File: config.mk
export PLATFORM = sky130hd
export DESIGN_NAME = cargador_mascara_flat
export DESIGN_NICKNAME = d
export VERILOG_FILES = /design/src/rtl/cargador_mascara_if.sv /design/src/rtl/cargador_mascara.sv /design/src/flat_wrapper.sv
export SDC_FILE = /design/constraint.sdc
export NUM_CORES = 1
export LEC_CHECK = 0
export CAP_MARGIN = 20
export CORE_MARGIN = 1.5
export CORE_UTILIZATION = 40
export DETAILED_ROUTE_END_ITERATION = 12
export GPL_ROUTABILITY_DRIVEN = 0
export GPL_TIMING_DRIVEN = 0
export PLACE_DENSITY = 0.65
export SETUP_SLACK_MARGIN = 0.05
export SKIP_LAST_GASP = 1
export SLEW_MARGIN = 20
export SYNTH_ARGS = -nofsm -noshare
export SYNTH_HDL_FRONTEND = slang
export SYNTH_SLANG_ARGS = --single-unit
File: constraint.sdc
create_clock -name clk -period 2.94 [get_ports clk]
set_clock_uncertainty 0.1 [all_clocks]
set_input_delay 0.588 -clock clk [delete_from_list [all_inputs] [get_ports clk]]
set_output_delay 0.588 -clock clk [all_outputs]
set_load 0.005 [all_outputs]
File: src/rtl/cargador_mascara_if.sv
// cargador_mascara_if: read bus between the mask loader (master) and the coefficient memory (slave)
//   direccion_mem      master->slave  read address
//   leer               master->slave  read request, held until lectura_completada
//   lectura_completada slave->master  acknowledge, dato_mem valid in the same cycle
//   dato_mem           slave->master  read data
interface cargador_mascara_if #(
  parameter int BITS_DIRECCION = 16,
  parameter int BITS_DATOS = 8
);
  logic [BITS_DIRECCION-1:0] direccion_mem;
  logic leer;
  logic lectura_completada;
  logic [BITS_DATOS-1:0] dato_mem;
  modport master(output direccion_mem, leer, input lectura_completada, dato_mem);
  modport slave(input direccion_mem, leer, output lectura_completada, dato_mem);
endinterface

File: src/rtl/cargador_mascara.sv
// cargador_mascara: reads an NxN mask from memory and streams it out coefficient by coefficient
//   clk, reset (async, active-low)
//   tamano_mascara, direccion_mem_mascara, iniciar_lectura, cancelar : load control
//   mem          : memory read bus (master side)
//   coef_dato, indice_coef, coef_valido : delivered coefficient and its row-major index
//   ocupado, listo, error : status (listo and error are one-cycle pulses)
module cargador_mascara #(
  parameter int BITS_DIRECCION = 16,
  parameter int BITS_DATOS = 8,
  parameter int BITS_TAMANO = 3,
  parameter int TAMANO_MAX = 7,
  parameter int BITS_INDICE = 6
) (
  input  logic                   clk,
  input  logic                   reset,
  input  logic [BITS_TAMANO-1:0] tamano_mascara,
  input  logic [BITS_DIRECCION-1:0] direccion_mem_mascara,
  input  logic                   iniciar_lectura,
  input  logic                   cancelar,
  cargador_mascara_if.master     mem,
  output logic [BITS_DATOS-1:0]  coef_dato,
  output logic [BITS_INDICE-1:0] indice_coef,
  output logic                   coef_valido,
  output logic                   ocupado,
  output logic                   listo,
  output logic                   error
);
  typedef enum logic [2:0] {E_INICIO, E_CALCULO, E_PEDIR, E_ENTREGAR, E_FIN} estado_t;
  estado_t estado_q, estado_d;
  logic [BITS_TAMANO-1:0] tam_q, tam_d;
  logic [BITS_DIRECCION-1:0] base_q, base_d;
  logic [BITS_INDICE-1:0] idx_q, idx_d, ultimo_q, ultimo_d, indice_q, indice_d;
  logic [BITS_DATOS-1:0] dato_q, dato_d;
  logic paso_q, paso_d, error_q, error_d;
  logic invalido;
  assign invalido = tam_q == '0 || !tam_q[0] || 32'(tam_q) > TAMANO_MAX;
  // E_CALCULO lasts two cycles: the first registers N*N-1 and the size verdict,
  // the second shows the error pulse (if any) and branches.
  always_comb begin
    estado_d = estado_q;
    tam_d = tam_q;
    base_d = base_q;
    idx_d = idx_q;
    ultimo_d = ultimo_q;
    indice_d = indice_q;
    dato_d = dato_q;
    paso_d = 1'b0;
    error_d = 1'b0;
    if (estado_q != E_INICIO && cancelar) estado_d = E_INICIO;
    else
      case (estado_q)
        E_INICIO:
          if (iniciar_lectura) begin
            tam_d = tamano_mascara;
            base_d = direccion_mem_mascara;
            idx_d = '0;
            estado_d = E_CALCULO;
          end
        E_CALCULO:
          if (!paso_q) begin
            paso_d = 1'b1;
            error_d = invalido;
            ultimo_d = BITS_INDICE'(tam_q) * BITS_INDICE'(tam_q) - BITS_INDICE'(1);
          end else estado_d = error_q ? E_INICIO : E_PEDIR;
        E_PEDIR:
          if (mem.lectura_completada) begin
            dato_d = mem.dato_mem;
            indice_d = idx_q;
            estado_d = E_ENTREGAR;
          end
        E_ENTREGAR:
          if (idx_q == ultimo_q) estado_d = E_FIN;
          else begin
            idx_d = idx_q + BITS_INDICE'(1);
            estado_d = E_PEDIR;
          end
        default: estado_d = E_INICIO;
      endcase
  end
  always_ff @(posedge clk or negedge reset)
    if (!reset) begin
      estado_q <= E_INICIO;
      tam_q <= '0;
      base_q <= '0;
      idx_q <= '0;
      ultimo_q <= '0;
      indice_q <= '0;
      dato_q <= '0;
      paso_q <= 1'b0;
      error_q <= 1'b0;
    end else begin
      estado_q <= estado_d;
      tam_q <= tam_d;
      base_q <= base_d;
      idx_q <= idx_d;
      ultimo_q <= ultimo_d;
      indice_q <= indice_d;
      dato_q <= dato_d;
      paso_q <= paso_d;
      error_q <= error_d;
    end
  assign mem.leer = estado_q == E_PEDIR;
  assign mem.direccion_mem = base_q + BITS_DIRECCION'(idx_q);
  assign coef_dato = dato_q;
  assign indice_coef = indice_q;
  assign coef_valido = estado_q == E_ENTREGAR;
  assign ocupado = estado_q != E_INICIO;
  assign listo = estado_q == E_FIN;
  assign error = error_q;
endmodule

File: src/flat_wrapper.sv
// flat-port wrapper written by rule: the top's interface ports become plain ports
module cargador_mascara_flat 
#(
  parameter int BITS_DIRECCION = 16,
  parameter int BITS_DATOS = 8,
  parameter int BITS_TAMANO = 3,
  parameter int TAMANO_MAX = 7,
  parameter int BITS_INDICE = 6
)
  (clk, reset, tamano_mascara, direccion_mem_mascara, iniciar_lectura, cancelar, coef_dato, indice_coef, coef_valido, ocupado, listo, error, mem_direccion_mem, mem_leer, mem_lectura_completada, mem_dato_mem);
  cargador_mascara_if #(.BITS_DIRECCION(BITS_DIRECCION), .BITS_DATOS(BITS_DATOS)) mem_i ();
  input  logic clk;
  input  logic reset;
  input  logic [BITS_TAMANO-1:0] tamano_mascara;
  input  logic [BITS_DIRECCION-1:0] direccion_mem_mascara;
  input  logic iniciar_lectura;
  input  logic cancelar;
  output logic [BITS_DATOS-1:0] coef_dato;
  output logic [BITS_INDICE-1:0] indice_coef;
  output logic coef_valido;
  output logic ocupado;
  output logic listo;
  output logic error;
  output wire logic [$bits(mem_i.direccion_mem)-1:0] mem_direccion_mem;
  output wire logic [$bits(mem_i.leer)-1:0] mem_leer;
  input wire logic [$bits(mem_i.lectura_completada)-1:0] mem_lectura_completada;
  input wire logic [$bits(mem_i.dato_mem)-1:0] mem_dato_mem;
  assign mem_direccion_mem = mem_i.direccion_mem;
  assign mem_leer = mem_i.leer;
  assign mem_i.lectura_completada = mem_lectura_completada;
  assign mem_i.dato_mem = mem_dato_mem;
  cargador_mascara #(.BITS_DIRECCION(BITS_DIRECCION), .BITS_DATOS(BITS_DATOS), .BITS_TAMANO(BITS_TAMANO), .TAMANO_MAX(TAMANO_MAX), .BITS_INDICE(BITS_INDICE)) u_core (.clk(clk), .reset(reset), .tamano_mascara(tamano_mascara), .direccion_mem_mascara(direccion_mem_mascara), .iniciar_lectura(iniciar_lectura), .cancelar(cancelar), .mem(mem_i), .coef_dato(coef_dato), .indice_coef(indice_coef), .coef_valido(coef_valido), .ocupado(ocupado), .listo(listo), .error(error));
endmodule
# Word level (Yosys, flattened, before mapping)
# Cells that the tools add are included.
[totals]
register_bits = 50
inputBits = 32
word_cells = 53
[classes]
n_mux = 16
mul = 1
reduce_logical = 12
n_addsub = 3
n_bitwise = 2
n_eq_ne = 10
[ops]
columns = ["operator", "count"]
rows = [
  ["$add A16 B6 Y16", 1],
  ["$mux W3", 5],
  ["$mux W6", 2],
  ["$pmux W3 S4", 1],
  ["$pmux W6 S2", 1],
  ["$reduce_and A3 Y1", 4],
  ["$add A6 B1 Y6 const B", 1],
  ["$eq A3 B2 Y1 const B", 2],
  ["$eq A6 B6 Y1", 1],
  ["$logic_not A3 Y1", 2],
  ["$mul A3 B3 Y6", 1],
  ["$mux W1", 6],
  ["$ne A3 B1 Y1 const B", 2],
  ["$sub A6 B1 Y6 const B", 1],
  ["$ne A2 B2 Y1 const B", 2],
  ["$reduce_and A4 Y1", 1],
  ["$eq A3 B1 Y1 const B", 1],
  ["$eq A3 B3 Y1 const B", 1],
  ["$ne A3 B2 Y1 const B", 1],
  ["$reduce_bool A3 Y1", 1],
  ["$mux W2", 1],
  ["$not A1 Y1", 2],
  ["$reduce_bool A2 Y1", 1],
  ["$logic_and A1 B1 Y1", 1],
  ["other kinds (2)", 2],
]

# Longest topological paths before layout
# Gate-level depths: netlist of run 1.
[depth]
word_depth = 5
ltp_mapped = 8
depth_no_buf = 8

# Worst setup path before layout of run 1
# No wires, ideal clock.
[synth_path]
kind = "register -> output"
start = "reg u_core.idx_q[0]"
end = "out mem_direccion_mem[10]"
path_stages_with_launch = 9
t_required_ns = 2.252
setup_slack_ns = 0.227
arrival_time_ns = 2.025
path_cell_list = "dfrtp_1 ha_1 inv_1 fa_1 nor2b_1 o21ai_0 a21boi_1 or4b_2 nand3_1"
[synth_between]
elab_chain_cells = 1
[synth_rtl]
columns = ["item", "line", "rtl"]
rows = [
  ["from (decl)", "cargador_mascara.sv:32", "logic [BITS_INDICE-1:0] idx_q, idx_d, ultimo_q, ultimo_d, indice_q, indice_d;"],
  ["from (signal assigned)", "cargador_mascara.sv:95", "idx_q <= idx_d;"],
  ["$add A16 B6 Y16", "cargador_mascara.sv:103", "assign mem.direccion_mem = base_q + BITS_DIRECCION'(idx_q);"],
  ["to (decl)", "flat_wrapper.sv:24", "output wire logic [$bits(mem_i.direccion_mem)-1:0] mem_direccion_mem;"],
]
# No other way between the ends.

# Worst setup path after layout of run 1
# Ends and elaborated chain as after synthesis.

==> results of run 1 <==
[metal layers]
| metal | GRT usage | vias up | part of all wire |
|---|---|---|---|
| li1 | - | 1151 | - |
| met1 | 0.2543 | 1096 | 0.47 |
| met2 | 0.3160 | 42 | 0.48 |
| met3 | 0.02626 | 9 | 0.028 |
| met4 | 0.06408 | 0 | 0.018 |
| met5 | 0 | - | 0 |
[what timing repair did]
action | in CTS | in global routing
setup endpoints to repair | 13 | 11
cloned | 0 | 0
pin swaps | 11 | 10
setup buffers | 10 | 1
gates resized for setup | 52 | 13
[cells in the final DEF (no fill, tap or decap), types with 6 or more instances in the layout]
cell / Yosys / layout
buf_4: 0 / 10
mux2_2: 10 / 10
xnor2_1: 13 / 13
clkbuf_2: 1 / 6
nor2_1: 9 / 9
nor3b_1: 7 / 7
nand2_1: 70 / 70
dfrtp_1: 49 / 44
inv_1: 16 / 15
clkdlybuf4s50_1: 0 / 53
clkbuf_1: 11 / 8
o21ai_0: 18 / 15
[cell families (layout without fill, tap and decap cells)]
group,Yosys count,after routing,share of synthesized area
simple gates,121,121,0.2155
flops,49,49,0.4552
compound gates,48,48,0.1249
buf+inv,29,112,0.04366
xor+xnor,18,18,0.05852
mux,13,13,0.05295
fa+ha+maj,10,10,0.04923
[worst max-delay path, delay by kind of cell, from the launching register on]
| family | cells | cell delay (ns) |
|---|---|---|
| adders and majority gates | 2 | 0.38 |
| buffers and inverters | 3 | 0.29 |
| AOI/OAI and AO/OA | 2 | 0.30 |
| and+or+nand+nor | 3 | 0.59 |
| DFF | 1 | 0.44 |
[registers in the layout (all words and copies together), names as in the netlist]
signal	cells
u_core.base_q	16
u_core.coef_dato	8
u_core.idx_q	6
u_core.indice_coef	6
u_core.ultimo_q	5
u_core.estado_q	3
u_core.tam_q	3
u_core.error	1
u_core.paso_q	1
[synthesized netlist by cell type, types with 5 or more instances]
cell type / number
nor2_1: 9
a21oi_1: 6
ha_1: 9
dfrtp_1: 49
and3_1: 5
xor2_1: 5
a211oi_1: 6
nor3_1: 5
clkbuf_1: 11
nor3b_1: 7
o21ai_0: 18
inv_1: 16
nand3_1: 8
xnor2_1: 13
nand2_1: 70
mux2_2: 10
[power groups by stage]
stage	Sequential [mW]	Combinational, mW	Clock (mW)
final	1.15	1.63	0.438
after floorplan	1.11	0.915	0
after CTS	1.15	1.63	0.452
after detailed placement	1.15	1.60	0
after global placement	1.14	1.57	0
after global routing	1.19	1.84	0.483
[worst min path at each step]
stage / depth (start not counted) / to / slack, ns
after CTS: 1 / u_core.coef_dato[6] / 0.20
after global placement: 2 / u_core.indice_coef[2] / 0.36
after detailed placement: 2 / u_core.base_q[4] / 0.37
after global routing: 1 / u_core.coef_dato[5] / 0.23
final: 1 / u_core.coef_dato[4] / 0.17
after floorplan: 0 / u_core.base_q[0] / 0.19
[layout make-up]
| type | instances | area (um2) |
|---|---|---|
| inverter | 16 | 60.06 |
| sequential | 49 | 1232 |
| clock buffer | 5 | 68.82 |
| fill | 593 | 2703 |
| timing repair buffer | 77 | 708.2 |
| tap | 77 | 96.34 |
| buffer | 11 | 51.30 |
| clock inverter | 3 | 28.78 |
| multi-input combinational | 210 | 1474 |
[stage by stage]
step / setup WS [ns] / utilization / TNS [ns] / total power, mW
floorplan: 0.2268 / - / 0 / 2.028
global placement: -0.6239 / 0.5373 / -17.52 / 2.709
detailed placement: -0.7320 / 0.5369 / -3.305 / 2.748
CTS: -0.1050 / 0.5782 / -0.2777 / 3.227
global route: -0.1491 / 0.5792 / -0.5452 / 3.508
finish: -0.06945 / 0.5792 / -0.1399 / 3.219
==> impl_results.md, run 1 <==
- Status: finished, violations left
- Failing checks: design-rule violations, negative setup slack
- Area Growth Syn to Fin: 38.09%
- Remaining DRCs: 2
- GRT Total Usage: 0.1897
- Largest net degree at the start of global routing: 50
- Antenna Cells: 0
- Crit path to: mem_direccion_mem[10]
- MaxCap Viol Count: 0
- Num CTS Buffers: 5
- Fmax: 0.3323 GHz
- Clock Latency Late Sink: just over 0.3 ns
- Clock Path Buffers: 2
- EDFF count, synth: 0
- Critical path data arrival time: ~2.3 ns
- Remaining antenna violation count: 0
- RSZ-0062 raised after global routing: true
- Reg2reg start: u_core.estado_q[0]
- Hold Vio Cnt, Final: 0
- Final period util: 1.024
- Area of the mapped netlist: 2694 um2
- First-pass GRT wire length: 10.96 mm
- Post-Syn Nets: 330
- H-tree depth: 2
- Post-Syn Area per Cell: 9.354 um2
- # rows: 29
- Initial DRT Pass Iterations: 8
- Full die area: 7236 um2
- Ys async rst share: 1.000
- P_sw: 1.214 mW
- Die height: between 80 and 90 um
- Post-DP Area: around 3400 um2
- Crit path capture type: primary output
- Detailed Place HPWL: ~4.4 mm
- Gate Count Post-Synth: between 200 and 300
- CTS tree: yes
- Slew @ Worst Pin: around 0.64 ns
- Initial DRC Count: 115
- Req. time, crit path: 2.25 ns
- Setup Viol. Count Final: 3
- Clock root buffer: clkbuf_8
- Nets: 412
- Synth top area share: 0.4552
- Finished Layout Cells: 448
- R2r worst-path depth: 6
- Post-Layout Inst Area: 3720 um2
- Final WS setup: -0.06945 ns
- Worst R2R End: u_core.base_q[4]
- Number of global-route vias before repair: 2322
- Cell taking the most area after synthesis: dfrtp_1
- Clock share of power: 0.136
- Max incr delay on CP: 0.47 ns
- WL/cell: 13.70 um
- Min Clock Period, post-route: between 3 and 4 ns
- Num ports: 67
- Port Buf Inserts: 66
- Final WL: 6.138 mm
- Grt total ovfl: 0
- Vias: 2298
- Startpoint types: flip-flop
- Critical path, cell by cell: ha_4 > inv_2 > fa_2 > nor2b_2 > o21ai_2 > a21boi_4 > buf_6 > or4b_4 > nand3_2 > buf_2
- Leakage: between 1.5 and 2 nW
- Hold slack: 0.1726 ns
- Main synth FF type: dfrtp_1
- Layout cell share with drive strength beyond 1: 0.1941
- Sequential share of power: 0.357
- Ranking of synthesized cells by area: dfrtp_1 46%, nand2_1 9.8%, xnor2_1 4.2%
- PwrDens: 865.2 nW/um2
- Max_slew headroom: 0.5761
- Switching part of the total power: 0.3773
- Yosys reg bits: 49
- Clock sinks: 49
- Vias per cell: a little over 5
- Antenna violations before repair: 0
- Cts hold-fix bufs: 0
- Max VDD drop: about 0.42 mV
- Setup crit start: u_core.idx_q[0]
- Inst Count DP: 431
- Int Pwr: 2.004 mW
- Worst hold path type: input port to asynchronous set/reset pin
- Reg2reg setup slack: 0.75 ns
- Kind of critical path: flip-flop to primary output
- Cell variety after synth: 43
- Slowest cell on crit path: or4b_4
- Die Wd: 85.07 um
- Placeable Area: ~6400 um2
- Clk pin slew, worst setup/hold paths: 0.10 ns
- Sequential share of the synthesized area: 0.4552
- Warning count from the yosys run: 0
- Starting Density: 0.4194
- Combinational Power Share: 0.507
- Worst-path fanout max: 4
- Max-slew violations: 0
Power figures use the tool's default switching activity.
==> inputs of run 2 (changes only) <==
CTS_CLUSTER_DIAMETER = 80   (was not set)
==> results of run 2 <==
Final layout, timing and power as in run 1 (identical DEF).
